**src/rtl/nes_video_pkg.sv**
```systemverilog
// Shared types and helpers for the NES video capture block: frame geometry
// defaults, capture FSM encoding, the FIFO word layout, RGB565 packing and CRC-16/CCITT.
package nes_video_pkg;

   localparam int DEFAULT_FRAME_WIDTH  = 256;
   localparam int DEFAULT_FRAME_HEIGHT = 240;
   localparam int DEFAULT_FIFO_DEPTH   = 16;

   localparam logic [15:0] CRC_POLY = 16'h1021;
   localparam logic [15:0] CRC_INIT = 16'hFFFF;

   typedef enum logic [1:0] {
      ST_IDLE,
      ST_WAIT_SOF,
      ST_CAPTURE,
      ST_DROP
   } capture_state_t;

   // One FIFO entry: 16 data bits followed by the three framing flags.
   typedef struct packed {
      logic [15:0] data;
      logic        sof;
      logic        eol;
      logic        eof;
   } pixel_word_t;

   localparam int PIXEL_WORD_W = $bits(pixel_word_t);

   function automatic logic [15:0] rgb565(input logic [7:0] r,
                                          input logic [7:0] g,
                                          input logic [7:0] b);
      return {r[7:3], g[7:2], b[7:3]};
   endfunction

   // MSB-first over the 16-bit word, which is the same as high byte first.
   function automatic logic [15:0] crc16_word(input logic [15:0] crc_in,
                                              input logic [15:0] word);
      logic [15:0] crc;
      logic        feedback;
      crc = crc_in;
      for (int i = 15; i >= 0; i--) begin
         feedback = crc[15] ^ word[i];
         crc      = {crc[14:0], 1'b0} ^ (feedback ? CRC_POLY : 16'h0000);
      end
      return crc;
   endfunction

endpackage

```
**src/rtl/nes_video_fifo.sv**
```systemverilog
// Synchronous show-ahead FIFO for tagged pixel words; the head entry is visible
// on o_data whenever o_empty is low. Push and pop together when full are allowed.
module nes_video_fifo
   import nes_video_pkg::*;
#(
   parameter int DEPTH = DEFAULT_FIFO_DEPTH,
   parameter int WIDTH = PIXEL_WORD_W
) (
   input  logic                     i_clk,
   input  logic                     i_reset,
   input  logic                     i_push,
   input  logic [WIDTH-1:0]         i_data,
   input  logic                     i_pop,
   output logic [WIDTH-1:0]         o_data,
   output logic                     o_full,
   output logic                     o_empty,
   output logic [$clog2(DEPTH):0]   o_count
);

   localparam int                AW         = $clog2(DEPTH);
   localparam logic [AW:0]       FULL_COUNT = (AW + 1)'(DEPTH);

   logic [WIDTH-1:0] mem [DEPTH];
   logic [AW-1:0]    wr_ptr;
   logic [AW-1:0]    rd_ptr;
   logic [AW:0]      count;
   logic             do_push;
   logic             do_pop;

   assign o_full  = (count == FULL_COUNT);
   assign o_empty = (count == '0);
   assign o_count = count;
   assign o_data  = mem[rd_ptr];

   assign do_pop  = i_pop && !o_empty;
   assign do_push = i_push && (!o_full || do_pop);

   // NOTE: sequential state uses non-blocking assignments so every register
   // samples pre-edge values regardless of block ordering.
   always_ff @(posedge i_clk or posedge i_reset) begin
      if (i_reset) begin
         wr_ptr <= '0;
         rd_ptr <= '0;
         count  <= '0;
      end else begin
         if (do_push) wr_ptr <= wr_ptr + 1'b1;
         if (do_pop)  rd_ptr <= rd_ptr + 1'b1;
         unique case ({do_push, do_pop})
            2'b10:   count <= count + 1'b1;
            2'b01:   count <= count - 1'b1;
            default: count <= count;
         endcase
      end
   end

   // NOTE: storage has no reset; the pointers alone define which entries are live.
   always_ff @(posedge i_clk) begin
      if (do_push) mem[wr_ptr] <= i_data;
   end

endmodule

```
**src/rtl/nes_video_capture.sv**
```systemverilog
// Captures NES video into a tagged RGB565 valid/ready stream with frame/drop tracking.
// Define VIDEO_CAPTURE_CRC_EN to add a per-frame CRC-16/CCITT output (o_frame_crc).
module nes_video_capture
   import nes_video_pkg::*;
#(
   parameter int FIFO_DEPTH   = DEFAULT_FIFO_DEPTH,
   parameter int FRAME_WIDTH  = DEFAULT_FRAME_WIDTH,
   parameter int FRAME_HEIGHT = DEFAULT_FRAME_HEIGHT
) (
   input  logic        i_clk,
   input  logic        i_reset,
   input  logic        i_enable,
   input  logic [7:0]  i_video_red,
   input  logic [7:0]  i_video_green,
   input  logic [7:0]  i_video_blue,
   input  logic [8:0]  i_video_x,
   input  logic [8:0]  i_video_y,
   input  logic        i_video_visible,
   output logic        o_valid,
   input  logic        i_ready,
   output logic [15:0] o_data,
   output logic        o_sof,
   output logic        o_eol,
   output logic        o_eof,
   output logic        o_overflow,
   output logic [15:0] o_frame_count,
   output logic [7:0]  o_dropped_frames
`ifdef VIDEO_CAPTURE_CRC_EN
   ,
   output logic [15:0] o_frame_crc
`endif
);

   localparam logic [9:0] WIDTH_LIM  = 10'(FRAME_WIDTH);
   localparam logic [9:0] HEIGHT_LIM = 10'(FRAME_HEIGHT);
   localparam logic [8:0] LAST_X     = 9'(FRAME_WIDTH - 1);
   localparam logic [8:0] LAST_Y     = 9'(FRAME_HEIGHT - 1);

   logic [7:0]     s1_red;
   logic [7:0]     s1_green;
   logic [7:0]     s1_blue;
   logic [8:0]     s1_x;
   logic [8:0]     s1_y;
   logic           s1_visible;

   logic [8:0]     last_x;
   logic [8:0]     last_y;

   capture_state_t state;
   capture_state_t state_next;

   logic           pixel_event;
   logic           at_origin;
   logic           do_push;
   logic           enter_drop;
   logic           leave_drop;
   logic           stream_pop;
   logic           fifo_room;
   logic           fifo_full;
   logic           fifo_empty;
   logic [$clog2(FIFO_DEPTH):0] fifo_level_unused;
   pixel_word_t    push_word;
   pixel_word_t    head_word;

   // Input stage: the NES outputs are re-registered before any decision is made.
   always_ff @(posedge i_clk or posedge i_reset) begin
      if (i_reset) begin
         s1_red     <= '0;
         s1_green   <= '0;
         s1_blue    <= '0;
         s1_x       <= '0;
         s1_y       <= '0;
         s1_visible <= 1'b0;
      end else begin
         s1_red     <= i_video_red;
         s1_green   <= i_video_green;
         s1_blue    <= i_video_blue;
         s1_x       <= i_video_x;
         s1_y       <= i_video_y;
         s1_visible <= i_video_visible;
      end
   end

   assign at_origin   = (s1_x == 9'd0) && (s1_y == 9'd0);
   assign pixel_event = s1_visible
                        && ((s1_x != last_x) || (s1_y != last_y))
                        && ({1'b0, s1_x} < WIDTH_LIM)
                        && ({1'b0, s1_y} < HEIGHT_LIM);

   assign push_word.data = rgb565(s1_red, s1_green, s1_blue);
   assign push_word.sof  = at_origin;
   assign push_word.eol  = (s1_x == LAST_X);
   assign push_word.eof  = (s1_x == LAST_X) && (s1_y == LAST_Y);

   assign stream_pop = !fifo_empty && i_ready;
   assign fifo_room  = !fifo_full || stream_pop;

   // Position tracking runs in every state so a held pixel never repeats.
   always_ff @(posedge i_clk or posedge i_reset) begin
      if (i_reset) begin
         last_x <= 9'h1FF;
         last_y <= 9'h1FF;
      end else if (pixel_event) begin
         last_x <= s1_x;
         last_y <= s1_y;
      end
   end

   always_ff @(posedge i_clk or posedge i_reset) begin
      if (i_reset) state <= ST_IDLE;
      else         state <= state_next;
   end

   always_comb begin
      // NOTE: every output of this block gets a default first, so no path infers a latch.
      state_next = state;
      do_push    = 1'b0;
      enter_drop = 1'b0;
      leave_drop = 1'b0;
      if (!i_enable) begin
         state_next = ST_IDLE;
      end else begin
         unique case (state)
            ST_IDLE: state_next = ST_WAIT_SOF;
            ST_WAIT_SOF: begin
               if (pixel_event && at_origin) begin
                  if (fifo_room) begin
                     do_push    = 1'b1;
                     state_next = ST_CAPTURE;
                  end else begin
                     enter_drop = 1'b1;
                     state_next = ST_DROP;
                  end
               end
            end
            ST_CAPTURE: begin
               if (pixel_event) begin
                  if (fifo_room) begin
                     do_push = 1'b1;
                  end else begin
                     enter_drop = 1'b1;
                     state_next = ST_DROP;
                  end
               end
            end
            ST_DROP: begin
               if (pixel_event && at_origin && fifo_room) begin
                  do_push    = 1'b1;
                  leave_drop = 1'b1;
                  state_next = ST_CAPTURE;
               end
            end
            default: state_next = ST_IDLE;
         endcase
      end
   end

   always_ff @(posedge i_clk or posedge i_reset) begin
      if (i_reset) begin
         o_overflow       <= 1'b0;
         o_dropped_frames <= '0;
         o_frame_count    <= '0;
      end else begin
         if (enter_drop) begin
            o_overflow <= 1'b1;
            if (o_dropped_frames != 8'hFF) o_dropped_frames <= o_dropped_frames + 1'b1;
         end else if (leave_drop) begin
            o_overflow <= 1'b0;
         end
         if (do_push && push_word.eof) o_frame_count <= o_frame_count + 1'b1;
      end
   end

   nes_video_fifo #(
      .DEPTH (FIFO_DEPTH),
      .WIDTH (PIXEL_WORD_W)
   ) u_fifo (
      .i_clk   (i_clk),
      .i_reset (i_reset),
      .i_push  (do_push),
      .i_data  (push_word),
      .i_pop   (stream_pop),
      .o_data  (head_word),
      .o_full  (fifo_full),
      .o_empty (fifo_empty),
      .o_count (fifo_level_unused)
   );

   // Outputs are forced to zero while idle so stale storage never leaks out.
   assign o_valid = !fifo_empty;
   assign o_data  = o_valid ? head_word.data : 16'h0000;
   assign o_sof   = o_valid && head_word.sof;
   assign o_eol   = o_valid && head_word.eol;
   assign o_eof   = o_valid && head_word.eof;

`ifdef VIDEO_CAPTURE_CRC_EN
   logic [15:0] crc_acc;
   logic [15:0] crc_next;

   assign crc_next = crc16_word(head_word.sof ? CRC_INIT : crc_acc, head_word.data);

   always_ff @(posedge i_clk or posedge i_reset) begin
      if (i_reset) begin
         crc_acc     <= '0;
         o_frame_crc <= '0;
      end else if (stream_pop) begin
         crc_acc <= crc_next;
         if (head_word.eof) o_frame_crc <= crc_next;
      end
   end
`endif

endmodule
```
**config.mk**
```make
export PLATFORM = sky130hd
export DESIGN_NAME = nes_video_capture
export DESIGN_NICKNAME = d
export VERILOG_FILES = /design/src/rtl/nes_video_pkg.sv /design/src/rtl/nes_video_fifo.sv /design/src/rtl/nes_video_capture.sv
export SDC_FILE = /design/constraint.sdc
export NUM_CORES = 1
export LEC_CHECK = 0
export ABC_AREA = 1
export CAP_MARGIN = 20
export CORE_ASPECT_RATIO = 1.2
export CORE_MARGIN = 10
export CORE_UTILIZATION = 50
export DETAILED_ROUTE_END_ITERATION = 8
export DONT_BUFFER_PORTS = 1
export SLEW_MARGIN = 20
export SYNTH_ARGS = -nofsm -noshare
export SYNTH_HDL_FRONTEND = slang
export SYNTH_SLANG_ARGS = --single-unit
export TNS_END_PERCENT = 1
```
**constraint.sdc**
```tcl
create_clock -name i_clk -period 3.8 [get_ports i_clk]
set_input_delay 0.76 -clock i_clk [delete_from_list [all_inputs] [get_ports i_clk]]
set_output_delay 0.76 -clock i_clk [all_outputs]
set_load 0.005 [all_outputs]
```
Word-level counts from Yosys, hierarchy flattened
Memories as Yosys holds them, arrays and structs flattened.
Index checks and enable logic that the tools add are counted.
Widths: inputs -> output; s select.
{ "word_totals": {"regBits": 101, "memories": 1, "mem_bits_rw": 304, "output_inout_bits": 45, "input_bits": 47} }
{ "op_classes": {"n_reduce_logical": 27, "n_lt_le_gt_ge": 2, "n_eq_ne": 15, "addsub": 6, "muxes": 26} }
{ "memory_table": {"columns": ["name", "depth", "width", "read_ports", "rd_ports_with_merged_regs", "write_ports", "line", "source"], "rows": [
  ["u_fifo.mem", 16, 19, 1, 0, 1, "nes_video_fifo.sv:23", "logic [WIDTH-1:0] mem [DEPTH];"]
]} }
{ "ops": {"columns": ["op", "n"], "rows": [
  ["$eq 9x8->1 const B", 2],
  ["$logic_not 9->1", 2],
  ["$ne 9x9->1", 2],
  ["$add 16x1->16 const B", 1],
  ["$mux 1", 16],
  ["$mux 16", 1],
  ["$logic_and 1x1->1", 14],
  ["$ne 3x3->1 const B", 4],
  ["$mux 2", 5],
  ["$pmux 5 s2", 1],
  ["$lt 9x8->1 const B", 1],
  ["$lt 9x9->1 const B", 1],
  ["$add 4x1->4 const B", 2],
  ["$add 8x1->8 const B", 1],
  ["$ne 8x8->1 const B", 1],
  ["$pmux 2 s4", 1],
  ["$eq 2x2->1 const B", 3],
  ["$add 5x1->5 const B", 1],
  ["$eq 5x5->1 const B", 1],
  ["$logic_not 5->1", 1],
  ["$sub 5x1->5 const B", 1],
  ["$eq 2x1->1 const B", 2],
  ["$reduce_and 4->1", 1],
  ["$reduce_bool 2->1", 2],
  ["other kinds (6)", 9]
]} }

Logic depth before layout (Yosys ltp)
{ "depth": {"depth_word": 13, "mapped_depth": 20} }

Cells and area by module
A second synthesis with hierarchy kept.
{ "unflattened": {"hier_cells": 1456, "hier_area_um2": 16884.9} }
{ "modules_own_cells": {"columns": ["mod", "seq_area_each_um2", "cells_per_inst", "area_each_um2", "n_inst"], "rows": [
  ["nes_video_fifo", 9454.1, 988, 13007.5, 1],
  ["nes_video_capture", 2024.4, 468, 3877.5, 1]
]} }

Worst setup path before layout
OpenSTA, ideal clock, no wires.
{ "synth_timing": {"kind": "register to register", "start": "reg s1_x[8]", "end": "mem u_fifo.mem[10][0] in the netlist's numbering, enable pin", "slack_ns": 0.434, "setup_ns": 0.419, "t_required_ns": 3.381, "stages_incl_launch_ff": 11, "arrival_ns": 2.947, "path_cell_list": "dfrtp_1 -> nor2_2 -> nand3_1 -> nor2_1 -> nand2_1 -> nor2_4 -> nand4_4 -> o21ai_4 -> nand2_4 -> buf_6 -> nor3_1"} }
{ "synth_between": {"elab_cells_between_ends": 18} }
{ "synth_lines": {"columns": ["item", "line", "source"], "rows": [
  ["start: declaration", "nes_video_capture.sv:42", "logic [8:0] s1_x;"],
  ["start signal: assignment", "nes_video_capture.sv:78", "s1_x <= i_video_x;"],
  ["$logic_not 9->1 (*)", "nes_video_capture.sv:84", "assign at_origin = (s1_x == 9'd0) && (s1_y == 9'd0);"],
  ["$logic_and 1x1->1 (*)", "nes_video_capture.sv:84", null],
  ["net at_origin", "nes_video_capture.sv:53", "logic at_origin;"],
  ["$logic_and 1x1->1 (*)", "nes_video_capture.sv:126, nes_video_capture.sv:147", null],
  ["$logic_and 1x1->1", "nes_video_capture.sv:147", "if (pixel_event && at_origin && fifo_room) begin"],
  ["$mux 1", "nes_video_capture.sv:147", null],
  ["$pmux 1 s3 (*)", "nes_video_capture.sv:123", "unique case (state)"],
  ["$mux 1 (*)", "nes_video_capture.sv:120", "if (!i_enable) begin"],
  ["$logic_and 1x1->1 (*)", "nes_video_fifo.sv:36", "assign do_push = i_push && (!o_full || do_pop);"],
  ["$mux 1 (*)", "nes_video_fifo.sv:58", "if (do_push) mem[wr_ptr] <= i_data;"],
  ["$mux 1 (implied by the code) (*)", "nes_video_fifo.sv:58", null],
  ["end: declaration", "nes_video_fifo.sv:23", null]
]} }
The timed path passes the listed nets; every way through them passes the cells marked *.

Final worst setup path
{ "layout_timing": {"start": "reg u_fifo.rd_ptr[0]", "end": "out o_sof"} }
{ "layout_between": {"elab_chain_len": 2} }
{ "layout_lines": {"columns": ["item", "line", "source"], "rows": [
  ["start: declaration", "nes_video_fifo.sv:25", "logic [AW-1:0] rd_ptr;"],
  ["start signal: assignment", "nes_video_fifo.sv:47", "if (do_pop) rd_ptr <= rd_ptr + 1'b1;"],
  ["$mem_v2 16x19", null, null],
  ["$logic_and 1x1->1", "nes_video_capture.sv:192", "assign o_sof = o_valid && head_word.sof;"],
  ["end: declaration", "nes_video_capture.sv:22", "output logic o_sof,"]
]} }
Every way passes these cells.

==> impl_results.rst <==
.. list-table::
   :header-rows: 1

   * - Metric
     - Value
   * - Number of vias in the routed layout
     - between 10000 and 15000
   * - # resized after CTS
     - 0
   * - Min Clock Period, post-route
     - ~3.6 ns
   * - Cell Area, Synth
     - roughly 16000 sq um
   * - CTS Sinks
     - between 300 and 400
   * - Clock tree root driver cell
     - clkbuf_16
   * - Worst hold start
     - i_video_green[3]
   * - Number of global-route vias before repair
     - approximately 11000
   * - Switching power total
     - ~4.0 mW
   * - Post-route clock skew
     - ~0.026 ns
   * - Ant diodes
     - 0
   * - Share of cells above drive strength 1
     - approximately an eighth
   * - Combined buffer and inverter count along the critical path
     - 2
   * - Routing layer with the top usage in global route
     - met2
   * - DRT iter0 DRCs
     - 654
   * - Max-slew headroom
     - about a third
   * - Global routing usage on met3
     - under 10%
   * - H-tree depth reported by CTS
     - 2
   * - Slew at the pin closest to its max-slew limit
     - ~0.97 ns
   * - List of cells traversed by the critical path
     - buf_4 > o21ai_0 > o221ai_1 > nand3_1 > a21oi_1 > buf_4
   * - Routed wire length
     - 38.37 mm
   * - Met1 usage
     - around 23%
   * - Clock-pin slew on the worst setup and hold paths
     - 0.06 ns
   * - Register-to-register setup slack
     - 0.41 ns
   * - Aggregate global routing overflow
     - 0
   * - EDFF count, synth
     - between 300 and 400
   * - Largest stage delay, worst path
     - roughly 0.85 ns
   * - WS Path Type
     - reg2out
   * - Maximum operating frequency
     - around 0.28 GHz
   * - Unrepaired setup endpoints after global routing
     - no
   * - Row Count
     - 72
   * - GRT Resource Usage Total
     - approximately a fifth
   * - Count of endpoints failing hold in the final timing report
     - 0
   * - Number of buffers added by the clock tree synthesis step
     - 40
   * - Final net count
     - about 1500
   * - Final clock period utilization by the worst path
     - a little over nine tenths
   * - Cell repeated most along the worst path
     - buf_4
   * - GR met2 Demand/Resource
     - approximately a third
   * - Syn. warnings
     - 0
   * - Most common flop cell mapped by yosys
     - edfxtp_1
   * - Clock network fraction of design power
     - between 30 and 40%
   * - First-pass GRT wire length
     - 60.06 mm
   * - Final GP Congestion
     - a little under 0.8
   * - Cell Int Power
     - roughly 8.4 mW
   * - Instance count along the most critical hold path
     - 0
   * - Switching share of total power
     - around 32%
   * - Post-layout instance count excluding filler cells
     - approximately 1800
   * - Final core occ
     - a little under three fifths
   * - Die H
     - roughly 220 um
   * - Worst EP required
     - 3.04 ns
   * - CTS hold repair buffers
     - 0
   * - Later-pin clock latency in the skew report
     - between 0.5 and 0.6 ns
   * - Terminating pin of the worst hold path
     - s1_green[3]
   * - Total of flip-flops plus latches after synthesis
     - around 400
   * - Post-detailed-route wirelength per cell
     - around 21 um
   * - Ys async rst share
     - 23.43%
   * - Post-detail-place hpwl
     - roughly 22 mm
   * - Maximum net fanout on the critical path
     - slightly below 60
   * - Drt pass-1 iters
     - 5
   * - Remaining antenna violation count after routing
     - 0
   * - Vias per cell
     - between 5 and 6
   * - Pins Over Slew Limit
     - 0
   * - Category of the worst setup path launch point
     - flop
   * - Outcome
     - finished clean
   * - Most frequent cells in the layout
     - edfxtp_1 (304), nor2_1 (208), o21ai_0 (186)
   * - Buffers inserted during post-CTS setup optimization
     - 0
   * - CTS tree
     - yes
   * - Number of DRC violations after detailed routing
     - 0
   * - Core footprint
     - approximately 32000 sq um
   * - Most common library cell in the layout ignoring fill and taps
     - edfxtp_1
   * - Area growth from synthesis to layout
     - 12.85%
   * - Post-layout power
     - 12.38 mW
   * - Post-synth cell types
     - between 40 and 50
   * - Max VDD drop
     - ~0.43 mV
   * - Number of placed instances with taps included
     - ~1800
   * - Final setup viols
     - 0
   * - Die Outline Area
     - slightly above 40000 sq um
   * - Number of top-level pins
     - 92
   * - Synthesized netlist net count
     - between 1000 and 1500
   * - Path category of the worst min-delay check
     - in2reg
   * - Top cell family by delay on the critical path
     - flip-flops
   * - P_leak
     - about 6.7 nW
   * - Arrival time worst endpoint
     - about 2.8 ns
   * - Endpoint type of the worst setup path
     - output pin
   * - Power share of the sequential group
     - roughly two fifths
   * - Power density normalized to cell area
     - roughly 670 nW/um^2
   * - Largest net degree at the start of global routing
     - 79
   * - Number of buffers added on ports
     - 0
   * - Proportion of power drawn by combinational gates
     - a little over a quarter
   * - Number of buffers between clock root and the deepest sink
     - 3
   * - Logic depth of the worst register-to-register path
     - 16
   * - Synthesized area per cell
     - about 12 sq um
   * - Reg2reg end
     - u_fifo.o_count[4]
   * - Sum of negative setup slack
     - 0 ns
   * - Antenna violations before repair
     - 0
   * - Slowest cell on the critical path
     - dfrtp_4
   * - Gate count after technology mapping
     - between 1000 and 1500
   * - Sequential fraction of the synthesis area
     - 69.91%
   * - Worst reg2reg startpoint
     - s1_x[8]
   * - Initial cell density of the core
     - roughly half
   * - Max-cap viol count
     - 0
   * - Die boundary width
     - 185.4 um
-- Yosys cell counts (2+ instances only) --
master	instances	area (sq um)
nor4_1	3	18.77
o221ai_1	58	508.0
nand2_1	155	581.8
dfrtp_1	75	1877
nand4_1	32	200.2
inv_1	69	259.0
buf_2	7	35.03
inv_2	3	11.26
edfxtp_1	304	9129
a21oi_1	20	100.1
nor2_1	210	788.3
nand3_1	53	265.3
clkbuf_1	61	229.0
xnor2_1	16	140.1
buf_1	2	7.510
nor3_1	27	135.1
o21ai_0	186	930.9
o22ai_1	19	118.9
dfstp_2	18	473.0
ha_1	14	175.2
buf_6	4	45.04
xor2_1	16	140.1
-- power groups by stage --
stage,Combinational [mW],Clock (mW),Sequential (mW)
2_1_floorplan,2.25,0,4.99
3_3_place_gp,3.31,0,5.12
3_5_place_dp,3.38,0,5.13
4_1_cts,3.39,4.09,5.04
5_1_grt,3.71,4.28,5.07
6_report,3.33,4.00,5.04
-- registers in the layout, summed over array words and instances (netlist names), 4 cells and up --
register          count
last_x                9
last_y                9
o_dropped_frames      8
o_frame_count        16
s1_blue               5
s1_green              6
s1_red                5
s1_x                  9
s1_y                  9
u_fifo.mem          304
u_fifo.o_count        5
u_fifo.rd_ptr         4
u_fifo.wr_ptr         4
-- how the worst max path moves through the flow --
stage	from	end	slack, ns	cells past startpoint
final	u_fifo.rd_ptr[0]	o_sof	0.21	6
after global routing	s1_x[8]	u_fifo.o_count[4]	0.008	16
after CTS	u_fifo.rd_ptr[0]	o_data[5]	0.16	9
after detailed placement	s1_x[8]	u_fifo.o_count[4]	0.41	16
after global placement	i_ready	u_fifo.o_count[4]	0.48	13
after floorplan	s1_x[8]	u_fifo.mem[10][0]	0.43	10
-- stage by stage --
| stage | setup WS, ns | hold WS (ns) | cell area [sq um] |
|---|---|---|---|
| floorplan | 0.4337 | 0.4456 | 16420 |
| global placement | 0.4758 | 0.4582 | 17170 |
| detailed placement | 0.4100 | 0.4601 | 17170 |
| CTS | 0.1647 | 0.2157 | 18530 |
| global route | 0.007680 | 0.2139 | 18530 |
| finish | 0.2073 | 0.2365 | 18530 |
-- logic make-up after synthesis --
group / count (synthesis) / synth area share (%)
buffers and inverters: 148 / 3.719
adder cells (fa/ha/maj): 14 / 1.067
AO/OA/AOI/OAI: 291 / 10.60
AND/OR/NAND/NOR: 492 / 13.00
flip-flops: 397 / 69.91
XOR/XNOR: 32 / 1.707
-- layout make-up --
type / instances / area, sq um
multi-input combinational: 829 / 4420
fill: 2616 / 13810
sequential: 397 / 11480
clock buffer: 59 / 1155
timing repair buffer: 52 / 478.0
inverter: 73 / 281.5
clock inverter: 15 / 201.4
tap: 407 / 509.2
-- metal layers --
metal | wire (um) | up-vias | part of all wire (%)
li1 | - | 4981 | -
met2 | 19910 | 237 | 52
met4 | 971 | 0 | 2.5
met3 | 2130 | 65 | 5.6
met1 | 15360 | 5221 | 40
met5 | 0 | - | 0
No activity file was read; power rests on OpenSTA's default activity.
